<file path="src/rtl/r2sdf_bf_stage.sv">
// Radix-2 SDF (DIF) butterfly stage: pairs samples DEPTH apart through a feedback
// delay line and emits sums, then stored differences tagged for the twiddle multiplier.
module r2sdf_bf_stage #(
   parameter int IN_W      = 16,
   parameter int DEPTH     = 4,
   parameter int TW_STRIDE = 1,
   parameter int TW_AW     = $clog2(DEPTH*TW_STRIDE),
   parameter int SCALE     = 1
) (
   input  logic                    clk,
   input  logic                    rst,
   input  logic                    valid_in,
   input  logic signed [IN_W-1:0]  data_re_in,
   input  logic signed [IN_W-1:0]  data_im_in,
   input  logic                    flush,
   output logic                    ready_in,
   output logic                    valid_out,
   output logic signed [IN_W-1:0]  data_re_out,
   output logic signed [IN_W-1:0]  data_im_out,
   output logic [TW_AW-1:0]        tw_idx,
   output logic                    tw_sel
);

   localparam int KW = $clog2(DEPTH);
   localparam int CW = KW + 1;

   typedef enum logic {ST_RUN, ST_FLUSH} state_t;

   state_t              r_state;
   state_t              w_stateNext;
   logic [CW-1:0]       r_cnt;
   logic [KW-1:0]       r_fIdx;
   logic                r_pending;
   logic [2*IN_W-1:0]   r_buf [DEPTH];

   logic                w_accept;
   logic                w_flushLast;
   logic                w_ready;
   logic [KW-1:0]       w_k;
   logic                w_ph;
   logic                w_lastK;
   logic [2*IN_W-1:0]   w_aRd;
   logic [2*IN_W-1:0]   w_fRd;
   logic [IN_W-1:0]     w_aRe;
   logic [IN_W-1:0]     w_aIm;
   logic [IN_W:0]       w_sumRe;
   logic [IN_W:0]       w_sumIm;
   logic [IN_W:0]       w_difRe;
   logic [IN_W:0]       w_difIm;
   logic [IN_W-1:0]     w_sumReS;
   logic [IN_W-1:0]     w_sumImS;
   logic [IN_W-1:0]     w_difReS;
   logic [IN_W-1:0]     w_difImS;
   logic [TW_AW-1:0]    w_twK;
   logic [TW_AW-1:0]    w_twF;

   assign w_k      = r_cnt[KW-1:0];
   assign w_ph     = r_cnt[CW-1];
   assign w_lastK  = (w_k == KW'(DEPTH-1));
   assign w_aRd    = r_buf[w_k];
   assign w_fRd    = r_buf[r_fIdx];
   assign w_aRe    = w_aRd[2*IN_W-1:IN_W];
   assign w_aIm    = w_aRd[IN_W-1:0];
   assign ready_in = w_ready;

   // One guard bit keeps the full sum/difference before scaling or wrapping.
   assign w_sumRe  = {w_aRe[IN_W-1], w_aRe} + {data_re_in[IN_W-1], data_re_in};
   assign w_sumIm  = {w_aIm[IN_W-1], w_aIm} + {data_im_in[IN_W-1], data_im_in};
   assign w_difRe  = {w_aRe[IN_W-1], w_aRe} - {data_re_in[IN_W-1], data_re_in};
   assign w_difIm  = {w_aIm[IN_W-1], w_aIm} - {data_im_in[IN_W-1], data_im_in};
   assign w_sumReS = (SCALE != 0) ? w_sumRe[IN_W:1] : w_sumRe[IN_W-1:0];
   assign w_sumImS = (SCALE != 0) ? w_sumIm[IN_W:1] : w_sumIm[IN_W-1:0];
   assign w_difReS = (SCALE != 0) ? w_difRe[IN_W:1] : w_difRe[IN_W-1:0];
   assign w_difImS = (SCALE != 0) ? w_difIm[IN_W:1] : w_difIm[IN_W-1:0];

   assign w_twK    = TW_AW'(32'(w_k) * TW_STRIDE);
   assign w_twF    = TW_AW'(32'(r_fIdx) * TW_STRIDE);

   always_ff @(posedge clk) begin
      if (rst) r_state <= ST_RUN;
      else     r_state <= w_stateNext;
   end

   // Drain is only entered on an idle frame boundary with differences waiting.
   always_comb begin
      w_stateNext = r_state;
      w_ready     = 1'b0;
      w_accept    = 1'b0;
      w_flushLast = 1'b0;
      case (r_state)
         ST_RUN: begin
            w_ready  = 1'b1;
            w_accept = valid_in;
            if (flush && !valid_in && r_pending && (r_cnt == '0))
               w_stateNext = ST_FLUSH;
         end
         ST_FLUSH: begin
            if (r_fIdx == KW'(DEPTH-1)) begin
               w_flushLast = 1'b1;
               w_stateNext = ST_RUN;
            end
         end
         default: w_stateNext = ST_RUN;
      endcase
   end

   always_ff @(posedge clk) begin
      if (rst) begin
         r_cnt       <= '0;
         r_fIdx      <= '0;
         r_pending   <= 1'b0;
         valid_out   <= 1'b0;
         data_re_out <= '0;
         data_im_out <= '0;
         tw_idx      <= '0;
         tw_sel      <= 1'b0;
      end else begin
         valid_out <= 1'b0;
         if (w_accept) begin
            r_cnt <= r_cnt + 1'b1;
            if (!w_ph) begin
               if (r_pending) begin
                  valid_out   <= 1'b1;
                  data_re_out <= w_aRe;
                  data_im_out <= w_aIm;
                  tw_idx      <= w_twK;
                  tw_sel      <= 1'b1;
               end
               if (w_lastK) r_pending <= 1'b0;
            end else begin
               valid_out   <= 1'b1;
               data_re_out <= w_sumReS;
               data_im_out <= w_sumImS;
               tw_idx      <= '0;
               tw_sel      <= 1'b0;
               if (w_lastK) r_pending <= 1'b1;
            end
         end
         if (r_state == ST_FLUSH) begin
            valid_out   <= 1'b1;
            data_re_out <= w_fRd[2*IN_W-1:IN_W];
            data_im_out <= w_fRd[IN_W-1:0];
            tw_idx      <= w_twF;
            tw_sel      <= 1'b1;
            r_fIdx      <= r_fIdx + 1'b1;
            if (w_flushLast) begin
               r_pending <= 1'b0;
               r_cnt     <= '0;
            end
         end
      end
   end

   // The delay line is deliberately left unreset; pending/cnt decide what is live.
   always_ff @(posedge clk) begin
      if (w_accept && !rst)
         r_buf[w_k] <= w_ph ? {w_difReS, w_difImS} : {data_re_in, data_im_in};
   end

endmodule

</file>
<file path="config.mk">
export PLATFORM = sky130hd
export DESIGN_NAME = r2sdf_bf_stage
export DESIGN_NICKNAME = d
export VERILOG_FILES = /design/src/rtl/r2sdf_bf_stage.sv
export SDC_FILE = /design/constraint.sdc
export NUM_CORES = 1
export LEC_CHECK = 0
export CORE_UTILIZATION = 60
export DETAILED_ROUTE_END_ITERATION = 12
export MAX_ROUTING_LAYER = met4
export PLACE_DENSITY = 0.89
export RECOVER_POWER = 25
export SLEW_MARGIN = 20
export SYNTH_ARGS = -nofsm -noshare
export SYNTH_HDL_FRONTEND = slang
export SYNTH_SLANG_ARGS = --single-unit
</file>
<file path="constraint.sdc">
create_clock -name clk -period 10.85 [get_ports clk]
set_input_delay 3.255 -clock clk [delete_from_list [all_inputs] [get_ports clk]]
set_output_delay 3.255 -clock clk [all_outputs]
set_load 0.005 [all_outputs]
</file>
Word level (Yosys, flattened, before mapping)
Memories as Yosys holds them, arrays and structs flattened. A register that Yosys moved wholly into a read port is not among the register bits.
Cells that the tools add are included.
{"block": "totals", "out_inout_bits": 37, "memories": 1, "ram_bits": 128, "in_bits": 36, "register_bits": 43, "elab_cells": 71, "latchBits": 0, "romBits": 0}
{"name": "r_buf", "words": 4, "word_bits": 32, "read_ports": 2, "rd_ports_with_merged_regs": 2, "write_ports": 1, "line": "34", "source": "logic [2*IN_W-1:0] r_buf [DEPTH];"}
{"block": "op_classes", "muxes": 42, "shifts": 0, "add_sub_neg": 6, "div_mod_pow": 0, "eq_ne": 2, "n_lt_le_gt_ge": 0, "bitwise": 1, "n_reduce_logical": 10, "mul": 0}
{"cell": "$mux 16", "n": 8}
{"cell": "$add 16x16->17", "n": 2}
{"cell": "$sub 16x16->17", "n": 2}
{"cell": "$mux 32", "n": 1}
{"cell": "$mux 1", "n": 22}
{"cell": "$mux 2", "n": 7}
{"cell": "$mux 3", "n": 3}
{"cell": "$eq 2x2->1 const B", "n": 2}
{"cell": "$logic_and 1x1->1", "n": 4}
{"cell": "$add 3x1->3 const B", "n": 1}
{"cell": "$logic_not 3->1", "n": 1}
{"cell": "$reduce_bool 3->1", "n": 1}
{"cell": "$add 2x1->2 const B", "n": 1}
{"cell": "$logic_not 1->1", "n": 2}
{"cell": "$pmux 1 s2", "n": 1}
{"cell": "$reduce_and 2->1", "n": 1}
{"cell": "$reduce_bool 2->1", "n": 1}
{"cell": "$not 1->1", "n": 1}

Logic depth before layout (Yosys ltp)
Gate-level depths: netlist (run 1).
{"block": "logic_depth", "word_depth": 6, "depth_mapped": 13, "mapped_depth_nobuf": 10}

Least setup slack after synthesis (run 1)
No wires, ideal clock.
{"block": "synth_timing", "path_kind": "input to register", "startpoint": "input port data_im_in[3]", "endpoint": "register data_im_out[10]", "t_required_ns": 10.736, "setup_time_ns": 0.114, "path_buffers": 1, "path_slack_ns": 5.372, "cell_stages": 10, "t_arrival_ns": 5.363, "cell_sequence": "inv_1 -> ha_1 -> clkbuf_1 -> inv_1 -> a2111oi_0 -> a2111oi_2 -> a211oi_2 -> xnor2_1 -> nand2_1 -> a2111oi_0"}
{"block": "synth_via", "elab_chain_cells": 4}
{"element": "start: declaration", "line": "14", "source": "input logic signed [IN_W-1:0] data_im_in,"}
{"element": "$add 16x16->17", "line": "68", "source": "assign w_sumIm = {w_aIm[IN_W-1], w_aIm} + {data_im_in[IN_W-1], data_im_in};"}
{"element": "$mux 16", "line": "121", "source": "if (!w_ph) begin"}
{"element": "$mux 16", "line": "119", "source": "if (w_accept) begin"}
{"element": "$mux 16", "line": "139", "source": "if (r_state == ST_FLUSH) begin"}
{"element": "end signal: assignment", "line": "125", "source": "data_im_out <= w_aIm;"}
{"element": "end signal: assignment", "line": "133", "source": "data_im_out <= w_sumImS;"}
{"element": "end signal: assignment", "line": "142", "source": "data_im_out <= w_fRd[IN_W-1:0];"}
{"element": "end: declaration", "line": "19", "source": "output logic signed [IN_W-1:0] data_im_out,"}
Every way passes these cells. The select of a mux whose other input is x is not followed.
A chain may end at the register's enable or synchronous reset.

Worst setup path after layout (run 1)
{"block": "layout_timing", "startpoint": "input port valid_in", "endpoint": "register data_re_out[14]"}
{"block": "layout_via", "elab_chain_cells": 3}
{"element": "start: declaration", "line": "12", "source": "input logic valid_in,"}
{"element": "$mux 1", "line": "90", "source": "case (r_state)"}
{"element": "$reduce_bool 2->1 (no line)"}
{"element": "$reduce_and 2->1 (no line)"}
{"element": "end signal: assignment", "line": "124", "source": "data_re_out <= w_aRe;"}
{"element": "end signal: assignment", "line": "132", "source": "data_re_out <= w_sumReS;"}
{"element": "end signal: assignment", "line": "141", "source": "data_re_out <= w_fRd[2*IN_W-1:IN_W];"}
{"element": "end: declaration", "line": "18", "source": "output logic signed [IN_W-1:0] data_re_out,"}
Every way passes these cells.

==> out/metrics.yaml, run 1 <==
outcome: "finished, violations left"
violations: "max-capacitance violations, max-slew violations"
slew_viol_final: 45
vias: 8821
start_kind: "input pin"
synth_cells: 976
synth_mux_area_share_pct: 14.7
die_h_um: 138
tritoncts: "done"
max_cap_violations: 2
wl_met2_um: 13900
hold_buffers: 0
slowest_stage: "clkbuf_1"
viasPerCell: 6.96
cts_buffers: 17
pre_cts_slack_ns: 4.45
ctsResizeCount: 0
ff2ff_path_depth: 10
port_buffers: 72
p_leak_nw: 4.53
rsz0062_at_grt: "no"
cts_setup_buffers: 0
stdcell_area_um2: 12500
areaGrowthSynthToFinish_pct: 13.4
yosysSeqAreaShare_pct: 43.1
tightest_slew_ns: 2.53
dpl.cell_count: 1236
layout.nets: 1136
timing.rr.start: "r_cnt[0]"
fin_ws_ns: 4.30
synth-compound-area-share_pct: 16.2
synth.ff_latch_count: 173
cts.clk_slew.worst_paths_ns: 0.07
synth_nets: 1086
worstHoldStart: "tw_sel"
fin_cells: 1268
dieArea_um2: 18900
clk_latency_ns: 0.44
cp-end-kind: "register"
setup_tns_ns: 0
grt_pass1_vias: 8656
antenna_found_initial: 0
drive_gt1_share_pct: 12.6
criticalPathCategory: "in2reg"
crit_cells: 6
finClkSkew_ns: 0.00843
synth_async_sr_flop_share_pct: 0
post-route-period-util_pct: 60.4
cts.sinks: 173
synth_area_um2: 11000
synth_top_family_by_area: "compound AO/OA/AOI/OAI gates"
cp.required_ns: 11.24
wl_per_cell_um: 23.7
cp_slowest_stage_delay_ns: 1.17
drt-initial-drc-count: 1164
critPathMaxFanout: 24
yosysTopAreaCell: "edfxtp_1"
wl_met1_um: 11700
startpoint: "valid_in"
crit_chain: "dlygate4sd3_1, a21oi_1, clkbuf_1, a22oi_1, o21ai_0, a41o_1"
cts.htree.levels: 4
highest_layer: "met4"
ioPinCount: 73
ys.warnings.count: 0
synth_area_leaders: "edfxtp_1 (35%), mux4_2 (13%), dfxtp_1 (8.2%), ha_1 (8.0%), a21oi_1 (3.2%)"
die_w_um: 138
finalHoldViolCount: 0
synth-edff-count: 128
core_area_um2: 18000
place_area_um2: 11900
critical_path_buf_inv_count: 2
power_mw: 1.80
grt_max_degree: 59
drt-total-wl_um: 30000
place.gp.congestion: 0.963
rows: 49
period_minus_slack_ns: 6.55
drtPass1Iterations: 5
dpl.hpwl_um: 19800
synth_fa_ha_area_share_pct: 8.68
max_freq_mhz: 153
drc_errors: 0
antenna_cells: 0
grt_pass1_wl_um: 46100
final-setup-viol-count: 0
crit_family: "buffers and inverters"
ant_nets: 0
synth-main-ff-cell: "edfxtp_1"
cts_root_buf: "clkbuf_16"
avgSynthCellArea_um2: 11.3
wl_met3_um: 3330
clock_path_buffers: 2
initial_core_util_pct: 61.3
overflow: 0
synthXorXnorAreaFrac_pct: 2.86
min_path_cells: 2
cp.arrival_ns: 6.94
power.density_nw_per_um2: 144
synth.top_cell.area_share_pct: 34.9
slew-limit-headroom_pct: -68.3
synthSimpleGateAreaFrac_pct: 10.4
ir_drop_mv: 0.126
grt_usage_pct: 34.1
synth_cell_types: 76
worstHoldPathType: "reg2reg"
## cell usage in the layout (no fill, tap or decap), types with 11 or more instances in the layout
master,instances
nor2_1,80
a21oi_1,70
mux4_2,64
clkdlybuf4s50_1,31
nor2b_1,17
dfxtp_1,40
a22oi_1,18
mux2i_1,13
xnor2_1,29
nand2_1,49
inv_1,59
a211oi_1,11
clkbuf_16,17
a31oi_1,11
edfxtp_1,128
buf_4,15
nor3_1,18
nand2b_1,15
ha_1,70
o21ai_0,36
nand3_1,15
dlygate4sd3_1,40
## final timing paths
kind | slack, ns | end
max | 4.30 | data_re_out[14]
min | 0.45 | tw_sel
max reg2reg | 6.07 | data_im_out[10]
min reg2reg | 0.45 | tw_sel
## cell type report
class / instances / area (um^2)
multi-input combinational: 687 / 5820
fill: 1206 / 5470
sequential: 173 / 4750
timing repair buffer: 88 / 831
clock buffer: 19 / 433
tap: 229 / 287
inverter: 59 / 221
clock inverter: 13 / 155
## synth_stat cells (5+ instances only)
cell and number:
ha_1 70, a22o_1 8, clkbuf_1 38, a22oi_1 18, nand3_1 15, inv_1 59, mux2i_1 13, a222oi_1 5
mux4_2 64, a21oi_1 70, nand2b_1 15, a221oi_1 10, nor3_1 18, xor2_1 7, dfxtp_1 45, o21ai_0 36
nor4_1 5, o211ai_1 8, nor2_1 80, or3_1 10, nand2_1 49, a21o_1 8, a211oi_1 11, nor2b_1 17
a31oi_1 11, buf_1 10, buf_2 7, o22ai_1 9, o21a_1 10, edfxtp_1 128, xnor2_1 29, o21bai_1 10
## cell families after synthesis
| logic type | Yosys count |
|---|---|
| adder cells (fa/ha/maj) | 74 |
| XOR/XNOR | 36 |
| AND/OR/NAND/NOR | 237 |
| flip-flops | 173 |
| multiplexers | 81 |
| buffers and inverters | 116 |
| AO/OA/AOI/OAI | 259 |
## flip-flops by register name, indices dropped and copies added (netlist names), named ones only
register,flops
r_buf,128
data_im_out,16
data_re_out,16
r_cnt,3
r_fIdx,2
tw_idx,2
r_pending,1
r_state,1
tw_sel,1
valid_out,1
## report_power, final
part	leakage [nW]	switching, mW	internal [mW]
Clock	0.283	0.276	0.345
Combinational	2.72	0.258	0.179
Sequential	1.53	0.0112	0.729
Total	4.53	0.545	1.25
## through the flow
stage / hold WS, ns / utilization (%)
floorplan: 0.450 / -
finish: 0.455 / 69.6
global placement: 0.443 / 66.4
global route: 0.481 / 69.6
detailed placement: 0.451 / 66.4
CTS: 0.461 / 69.6
## metal layers
metal / up-vias / global-route usage, %
li1: 3832 / -
met1: 4229 / 44.2
met2: 650 / 51.6
met3: 110 / 6.73
met4: 0 / 16.0
met5: - / -
## worst reg2reg max path, cell delays in order (launching register included)
cell       delay [ns]
dfxtp_2          0.73
buf_4            0.56
mux4_2           0.64
ha_1             0.50
nand2b_1         0.10
a2111oi_0        0.76
a2111oi_2        0.14
a211oi_2         0.48
xnor2_1          0.20
nand2_1          0.08
a2111oi_0        0.45
Note: power is estimated with default switching activity, not from simulation.
==> run 2, diff against run 1 <==
==> constraint.sdc (replaced) <==
create_clock -name clk -period 6.41 [get_ports clk]
set_input_delay 1.923 -clock clk [delete_from_list [all_inputs] [get_ports clk]]
set_output_delay 1.923 -clock clk [all_outputs]
set_load 0.005 [all_outputs]
==> run 2 against run 1 <==
The run still ends with max-capacitance violations, max-slew violations left. Clock skew up 0.0034 ns. Flip-flop and latch count unchanged. Die area unchanged. Combinational power up 70%. Via count up 0.92%. Sequential power up 70%. Cell area up 0.54%. Register-to-register slack worse by 4.0 ns. Power up 70%. Highest routed layer unchanged.
==> out/metrics.yaml, run 2 (same netlist as run 1, synthesis figures left out) <==
hold_buffers: 0  # unchanged
viasPerCell: 7.00  # +0.68%
cts.htree.levels: 4  # unchanged
layout.nets: 1140  # +0.35%
post-route-period-util_pct: 79.0
cp-end-kind: "register"
grt_pass1_wl_um: 46700  # +1.3%
min_to: "tw_sel"
ff2ff_path_depth: 10  # unchanged
internal-power_mw: 2.13  # +70%
slew-limit-headroom_pct: -68.0  # +0.34 points
startpoint: "rst"
areaGrowthSynthToFinish_pct: 14.0
drt-initial-drc-count: 1327  # +14%
period_minus_slack_ns: 5.06
power.density_nw_per_um2: 243  # +69%
min_path_cells: 2  # unchanged
grt_usage_pct: 34.5  # +0.47 points
pwr-share-comb_pct: 24.4  # about the same
switchingPower_uw: 923  # +69%
clock_path_buffers: 2  # unchanged
max_freq_mhz: 197
tightest_slew_ns: 2.52  # -0.00504 ns
cts.clk_slew.worst_paths_ns: 0.07  # about the same
grt_pass1_vias: 8673  # +0.20%
largest_register_ffs: 128  # unchanged
drt-total-wl_um: 30500  # +1.5%
power_frac_seq_pct: 41.2  # about the same
n_fill_cell: 1200  # -0.50%
reg_top3: "r_buf: 128 flops, data_im_out: 16 flops, data_re_out: 16 flops"
max_cap_violations: 1  # -1
ir_drop_mv: 0.234  # +86%
fin_hold_ws_ns: 0.454  # -0.00116 ns
finalHoldViolCount: 0  # unchanged
cts_root_buf: "clkbuf_16"
layout_commonest_cell: "edfxtp_1"
crit_chain: "buf_2, clkbuf_1, nor2_1, and2_1, buf_12"
outcome: "finished, violations left"
wl_per_cell_um: 24.0  # +1.3%
die_w_um: 138  # unchanged
vias: 8902  # +0.92%
pwr-share-clk_pct: 34.4  # about the same
criticalPathCategory: "in2reg"
finClkSkew_ns: 0.0118  # +0.00335 ns
ant_nets: 0  # unchanged
drive_gt1_share_pct: 13.1  # +0.54 points
slew_viol_final: 45  # unchanged
antenna_cells: 0  # unchanged
tritoncts: "done"
antenna_found_initial: 0  # unchanged
worstHoldPathType: "reg2reg"
grt_max_degree: 48  # -19%
worstHoldStart: "tw_sel"
cts_buffers: 17  # unchanged
top_register: "r_buf"
cp.arrival_ns: 5.26  # -1.68 ns
dpl.hpwl_um: 19800  # -0.12%
drtPass1Iterations: 7  # +2
die_h_um: 138  # unchanged
swShare_pct: 30.3  # about the same
final_cell_mix: "edfxtp_1 (128), nor2_1 (80), ha_1 (70)"
drc_errors: 0  # unchanged
crit_family: "buffers and inverters"
critical_path_buf_inv_count: 3  # +1
cts.sinks: 173  # unchanged
core_area_um2: 18000  # unchanged
ctsResizeCount: 0  # unchanged
setup_tns_ns: 0  # unchanged
rr_endpoint: "data_re_out[15]"
critPathMaxFanout: 44  # +83%
start_kind: "input pin"
reg2reg_slack_ns: 2.04  # -4.03 ns
timing.rr.start: "r_cnt[0]"
clk_latency_ns: 0.45  # about the same
violations: "max-capacitance violations, max-slew violations"
slowest_stage: "clkbuf_1"
final-setup-viol-count: 0  # unchanged
rows: 49  # unchanged
ioPinCount: 73  # unchanged
cts_setup_buffers: 0  # unchanged
rsz0062_at_grt: "no"
overflow: 0  # unchanged
dieArea_um2: 18900  # unchanged
port_buffers: 72  # unchanged
cp_slowest_stage_delay_ns: 1.78  # +0.61 ns
initial_core_util_pct: 61.3  # unchanged
p_leak_nw: 4.57  # +0.80%
cp.required_ns: 6.60  # -4.64 ns
place.gp.congestion: 0.967  # +0.38%
run 2: cell types whose count changed in the layout (fill, tap and decap cells not counted), sizes merged:
cell,change
buf,+5
clkbuf,-1
clkdlybuf4s50,+1
clkinv,+3
clkinvlp,-2
dlygate4sd3,-1
inv,-2
run 2: worst max-delay path by stage:
stage / slack [ns] / to / depth (start not counted)
2_1_floorplan: 2.26 / data_im_out[10] / 10
3_3_place_gp: 1.47 / data_re_out[13] / 10
3_5_place_dp: 1.33 / data_im_out[10] / 10
4_1_cts: 1.79 / data_im_out[10] / 10
5_1_grt: 1.16 / r_buf[1][23] / 5
6_report: 1.35 / r_buf[1][23] / 5
run 2: worst min-delay path, stage by stage, from the launching register on:
cell and delay (ns):
dfxtp_1 0.31, inv_1 0.05, a211oi_1 0.05
run 2: power by group through the flow:
stage / clock, mW / sequential (mW) / combinational (mW)
floorplan: 0 / 1.26 / 0.551
CTS: 1.04 / 1.26 / 0.727
global route: 1.09 / 1.26 / 0.804
global placement: 0 / 1.28 / 0.696
finish: 1.05 / 1.26 / 0.744
detailed placement: 0 / 1.28 / 0.712
run 2: final cells by class:
class                      count  area [um^2]  area share, %
clock buffer                  19          443           3.53
clock inverter                12          138           1.10
inverter                      59          221           1.76
multi-input combinational    687         5830           46.4
sequential                   173         4750           37.8
tap                          229          287           2.28
timing repair buffer          92          895           7.12
run 2: metal layers:
metal / wire, um / track usage [%]
met1: 12000 / 46.1
met2: 13900 / 51.5
met3: 3300 / 6.25
met4: 1290 / 15.8
met5: 0 / -
run 2: stage by stage:
stage | area, um^2 | std cells | utilization [%] | power (mW) | worst slack (ns)
global route | 12600 | 1271 | 69.9 | 3.15 | 1.16
detailed placement | 12000 | 1239 | 66.6 | 1.99 | 1.33
finish | 12600 | 1271 | 69.9 | 3.05 | 1.35
floorplan | 11000 | 976 | - | 1.82 | 2.26
global placement | 12000 | 1239 | 66.6 | 1.97 | 1.47
CTS | 12500 | 1270 | 69.8 | 3.03 | 1.79
==> run 3, diff against run 2 <==
==> constraint.sdc (replaced) <==
create_clock -name clk -period 4.8 [get_ports clk]
set_input_delay 1.44 -clock clk [delete_from_list [all_inputs] [get_ports clk]]
set_output_delay 1.44 -clock clk [all_outputs]
set_load 0.005 [all_outputs]
==> run 3 against run 2 <==
The run now ends clean. Critical path type unchanged. Core utilization increased by 0.22 points. Combinational power increased by 36%. Clock skew decreased by 0.0030 ns. Routed wire length up 3.0%. Flip-flop and latch count is the same. First-iteration DRC count fell by 11%. Critical path depth rose by 5. Clock power grew 35%. Power is 35% higher. Register-to-register slack worse by 1.4 ns. Die area stayed put.
==> out/metrics.yaml, run 3 (same netlist as run 1, synthesis figures left out) <==
outcome: "finished, final reports clean"
tightest_slew_ns: 1.44  # -1.08 ns
swShare_pct: 30.4  # +0.12 points
cts.clk_slew.worst_paths_ns: 0.07  # about the same
ff2ff_path_depth: 8  # -2
ctsResizeCount: 0  # unchanged
tritoncts: "done"
power_mw: 4.11  # +35%
critPathMaxFanout: 4  # -91%
die_h_um: 138  # unchanged
setup_tns_ns: 0  # unchanged
grt_pass1_vias: 8836  # +1.9%
finClkSkew_ns: 0.00876  # -0.00303 ns
cts_root_buf: "clkbuf_16"
wl_per_cell_um: 24.5  # +2.2%
top_register: "r_buf"
final-setup-viol-count: 0  # unchanged
drc_errors: 0  # unchanged
cts.htree.levels: 4  # unchanged
reg2reg_slack_ns: 0.67  # -1.37 ns
power_frac_seq_pct: 40.8  # -0.4 points
start_kind: "input pin"
worstHoldStart: "tw_sel"
drive_gt1_share_pct: 13.6  # +0.45 points
vias: 9090  # +2.1%
fin_hold_ws_ns: 0.457  # +0.00327 ns
startpoint: "data_re_in[0]"
overflow: 0  # unchanged
place.gp.congestion: 0.962  # -0.53%
switchingPower_mw: 1.25  # +35%
slew_viol_final: 0  # -100%
n_fill_cell: 1214  # +1.2%
crit_end: "data_re_out[15]"
cp.arrival_ns: 4.56  # -0.70 ns
cp.required_ns: 5.14  # -1.46 ns
layout.nets: 1149  # +0.79%
pwr-share-comb_pct: 24.7  # +0.3 points
drt-initial-drc-count: 1184  # -11%
ir_drop_mv: 0.293  # +25%
antenna_found_initial: 0  # unchanged
reg_top3: "r_buf: 128 flops, data_im_out: 16 flops, data_re_out: 16 flops"
power.density_nw_per_um2: 326  # +34%
max_cap_violations: 0  # -1
drt-total-wl_um: 31400  # +3.0%
grt_usage_pct: 36.0  # +1.5 points
clk_latency_ns: 0.44  # about the same
post-route-period-util_pct: 88.1
cp-end-kind: "register"
p_leak_nw: 4.59  # +0.53%
finalHoldViolCount: 0  # unchanged
slowest_stage: "o311ai_0"
die_w_um: 138  # unchanged
cts_buffers: 17  # unchanged
layout_commonest_cell: "edfxtp_1"
areaGrowthSynthToFinish_pct: 14.4
port_buffers: 72  # unchanged
period_minus_slack_ns: 4.23
dieArea_um2: 18900  # unchanged
rr_endpoint: "r_buf[3][29]"
worstHoldPathType: "reg2reg"
pwr-share-clk_pct: 34.5  # about the same
core_area_um2: 18000  # unchanged
ant_nets: 0  # unchanged
drtPass1Iterations: 8  # +1
dpl.hpwl_um: 20700  # +4.8%
grt_max_degree: 43  # -10%
cts.sinks: 173  # unchanged
initial_core_util_pct: 61.3  # unchanged
hold_buffers: 0  # unchanged
antenna_cells: 0  # unchanged
final_cell_mix: "edfxtp_1 (128), nor2_1 (80), ha_1 (70)"
clock_path_buffers: 2  # unchanged
largest_register_ffs: 128  # unchanged
rsz0062_at_grt: "no"
max_freq_mhz: 236
viasPerCell: 7.10  # +1.3%
crit_chain: "dlygate4sd3_1, nand2_1, fa_1, nor2_1, o311ai_0, a211oi_1, o31ai_1, a21oi_1, o211a_1, o32ai_1"
cp_slowest_stage_delay_ns: 0.71  # -1.07 ns
internal-power_mw: 2.86  # +35%
grt_pass1_wl_um: 48400  # +3.6%
criticalPathCategory: "in2reg"
slew-limit-headroom_pct: 3.77  # +72 points
ioPinCount: 73  # unchanged
rows: 49  # unchanged
cts_setup_buffers: 0  # unchanged
timing.rr.start: "r_cnt[0]"
==> run 3: power groups by stage <==
stage	Clock [mW]	Sequential, mW	Combinational, mW
5_1_grt	1.47	1.68	1.09
3_5_place_dp	0	1.71	0.958
3_3_place_gp	0	1.70	0.939
2_1_floorplan	0	1.69	0.735
6_report	1.42	1.68	1.01
4_1_cts	1.41	1.68	0.988
==> run 3: worst min path at each step <==
stage / slack, ns / endpoint / cells past startpoint
6_report: 0.46 / tw_sel / 2
5_1_grt: 0.47 / tw_sel / 2
3_3_place_gp: 0.45 / tw_sel / 2
4_1_cts: 0.46 / tw_sel / 2
2_1_floorplan: 0.45 / tw_sel / 2
3_5_place_dp: 0.45 / tw_sel / 2
==> run 3: worst max-delay path: cells and delay by family <==
kind / cells / cell delay (ns)
and+or+nand+nor: 2 / 0.21
adders and majority gates: 1 / 0.23
buffers and inverters: 1 / 0.60
AOI/OAI and AO/OA: 6 / 2.08
==> run 3: through the flow <==
step           worst slack [ns]  std cells  util (%)  area, um^2
2_1_floorplan             0.921        976         -       11000
3_3_place_gp              0.320       1249      66.9       12000
3_5_place_dp              0.250       1249      66.9       12000
4_1_cts                   0.699       1281      70.2       12600
5_1_grt                   0.305       1281      70.1       12600
6_report                  0.571       1281      70.1       12600
==> run 3: area by class of cell <==
cell class | count | area, um^2 | area share (%)
inverters | 59 | 221 | 1.76
multi-input cells | 687 | 5830 | 46.3
well taps | 229 | 287 | 2.27
clock inverters | 12 | 136 | 1.08
flip-flops and latches | 173 | 4750 | 37.7
repair buffers | 101 | 921 | 7.31
clock buffers | 20 | 457 | 3.62
==> run 3: layer usage <==
layer	wire [um]	track usage (%)	vias up
li1	-	-	3868
met1	11400	46.8	4342
met2	14800	54.0	714
met3	3730	7.14	166
met4	1490	18.1	0
met5	0	-	-
==> edit: new RTL, config.mk and constraints of run 1 <==
Change the parameter `DEPTH` from 4 to 8.
--- a/src/rtl/r2sdf_bf_stage.sv
+++ b/src/rtl/r2sdf_bf_stage.sv
@@ -3,5 +3,5 @@
 module r2sdf_bf_stage #(
    parameter int IN_W      = 16,
-   parameter int DEPTH     = 4,
+   parameter int DEPTH     = 8,
    parameter int TW_STRIDE = 1,
    parameter int TW_AW     = $clog2(DEPTH*TW_STRIDE),
Interface: changed (resized tw_idx); port bits go from 73 to 74. No check against the original RTL was run, so the function may have changed too.
==> edit against run 1 <==
The flow still finishes with violations (capacitance limit, slew limit); cell count increased by 44%; synthesized cell count increased by 42%; critical path depth increased by 6; count of clock-buffer cells in the layout increased by 15; sequential cell count increased by 132; power increased by 64%; worst setup slack got worse by 0.35 ns; wire length increased by 70%; area after synthesis increased by 52%; highest routed layer unchanged; cell area increased by 51%.
==> edit: results (changes against run 1) <==
metric;value;unit;change
outcome;complete, but fails checks;;unchanged
violations;capacitance limit, slew limit;;unchanged
antenna_found_initial;0;;unchanged
finalWirelength;51000;um;was 30000 um
synth_edf_count;256;;was 128
clock_skew;0.0189;ns;was 0.00843 ns
grt_max_degree;62;;was 59
synthArstFlopShare;0;%;unchanged
ir_worst_vdd;137;uV;was 126 uV
worstSkewPairLatency;0.57;ns;was 0.44 ns
drt_iter0_drc;2495;;was 1164
slew_violations;73;;was 45
power_leakage;6.54;nW;was 4.53 nW
n_antenna_cell;0;;unchanged
cp.arrival;7.12;ns;was 6.94 ns
path_delay_family;compound AO/OA/AOI/OAI gates;;was buffers and inverters
ys_warn_count;0;;unchanged
p_int;2.13;mW;was 1.25 mW
reg.largest.list;r_buf: 256 flops, data_im_out: 16 flops, data_re_out: 16 flops;;was r_buf: 128 flops, data_im_out: 16 flops, data_re_out: 16 flops
dr_total_vias;13265;;was 8821
drive_above_1_share;12.6;%;about the same
nets;1540;;was 1136
max_cap_violations;3;;was 2
grt_pass1_wl;76300;um;was 46100 um
gp_congestion;0.988;;was 0.963
synthMuxAreaShare;11.8;%;was 14.7%
crit_fanout;8;;was 24
place_area;0.0179;mm^2;was 0.0119 mm^2
first_pass_iters;9;;was 5
synth_xor_area_share;2.04;%;was 2.86%
synth_commonest_cells;edfxtp_1, nor2_1, a22oi_1, nand2_1, ha_1;;was edfxtp_1, nor2_1, a21oi_1, ha_1, mux4_2
ys_top_cells_by_area;edfxtp_1, mux4_2, dfxtp_1;;unchanged
synthAdderAreaFrac;6.08;%;was 8.68%
cts-buffers-inserted;30;;was 17
htreeDepth;1;;was 4
dp_hpwl;32900;um;was 19800 um
synth_compound_area_share;15.6;%;was 16.2%
ctsResizeCount;0;;unchanged
synth_cell_type_count;70;;was 76
hold_class;reg -> reg;;unchanged
netlist_instances;1383;;was 976
tightest_slew;2.36;ns;was 2.53 ns
track_usage;37.2;%;was 34.1%
cts_buffer_depth;3;;was 2
cts_setup_buffers;0;;unchanged
syn_nets;1498;;was 1086
slowest_stage;o31ai_1;;was clkbuf_1
synth_ff_type;edfxtp_1;;unchanged
ys_seq_area_share;51.8;%;was 43.1%
cpPeakStageDelay;0.83;ns;was 1.17 ns
finalNonFillerCells;1821;;was 1268
regMostFlops;r_buf;;unchanged
root_buffer;clkbuf_16;;unchanged
clk_pin_slew;0.06;ns;
io_buffer_count;73;;was 72
==> edit: cell types whose count changed in the layout (fill, tap and decap cells not counted), sizes merged, moves of 16 or more <==
cell / run 1 / this run
mux2i: 13 / 34
edfxtp: 128 / 256
a211oi: 12 / 41
nor2: 80 / 97
buf: 15 / 31
nand2: 49 / 83
a22oi: 18 / 85
==> edit: power groups by stage <==
stage	clock network (mW)	registers, mW	logic [mW]
floorplan	0	1.32	0.373
global placement	0	1.32	0.500
detailed placement	0	1.32	0.517
CTS	1.10	1.30	0.525
global route	1.14	1.30	0.584
finish	1.11	1.30	0.545
==> edit: per-layer routing <==
| metal | GRT usage [%] | up-vias | wire length [um] |
|---|---|---|---|
| met5 | - | - | 0 |
| met4 | 22.2 | 0 | 3330 |
| met3 | 9.63 | 308 | 7860 |
| met2 | 55.0 | 1338 | 22600 |
| met1 | 46.3 | 6161 | 17200 |
| li1 | - | 5458 | - |
==> edit: final timing paths <==
check | from | end | slack (ns) | cells after the start
worst max-delay path | data_im_in[2] | r_buf[4][15] | 3.94 | 12
worst min-delay path | data_im_out[0] | data_im_out[0] | 0.46 | 2
worst max register to register | r_cnt[0] | r_buf[4][15] | 4.93 | 14
worst min register to register | data_im_out[0] | data_im_out[0] | 0.46 | 2
==> edit: area by class of cell <==
cell class,count,area [um^2]
Sequential cell,305,8680
Fill cell,1718,8260
Multi-Input combinational cell,913,7500
Timing Repair Buffer,105,956
Clock buffer,34,787
Tap cell,372,465
Inverter,70,263
Clock inverter,22,262
==> edit: through the flow <==
stage                     hold WS (ns)  total power, mW  setup slack (ns)
after CTS                        0.461             2.92              4.11
final                            0.457             2.95              3.94
after detailed placement         0.453             1.84              3.51
after global placement           0.441             1.82              3.79
after floorplan                  0.448             1.69              3.36
after global routing             0.517             3.02              3.72
==> edit: logic make-up (layout without fill, tap and decap cells) <==
family / count (synthesis) / in the layout
AO/OA/AOI/OAI: 367 / 367
AND/OR/NAND/NOR: 316 / 316
flip-flops: 305 / 305
buffers and inverters: 165 / 231
multiplexers: 112 / 112
adder cells (fa/ha/maj): 79 / 79
XOR/XNOR: 39 / 39
==> edit: worst register-to-register path, delay by kind of cell (launching register included) <==
kind / cells / cell delay [ns]
AO/OA/AOI/OAI: 9 / 2.77
adder cells (fa/ha/maj): 1 / 0.39
AND/OR/NAND/NOR: 4 / 1.64
flip-flops: 1 / 0.76
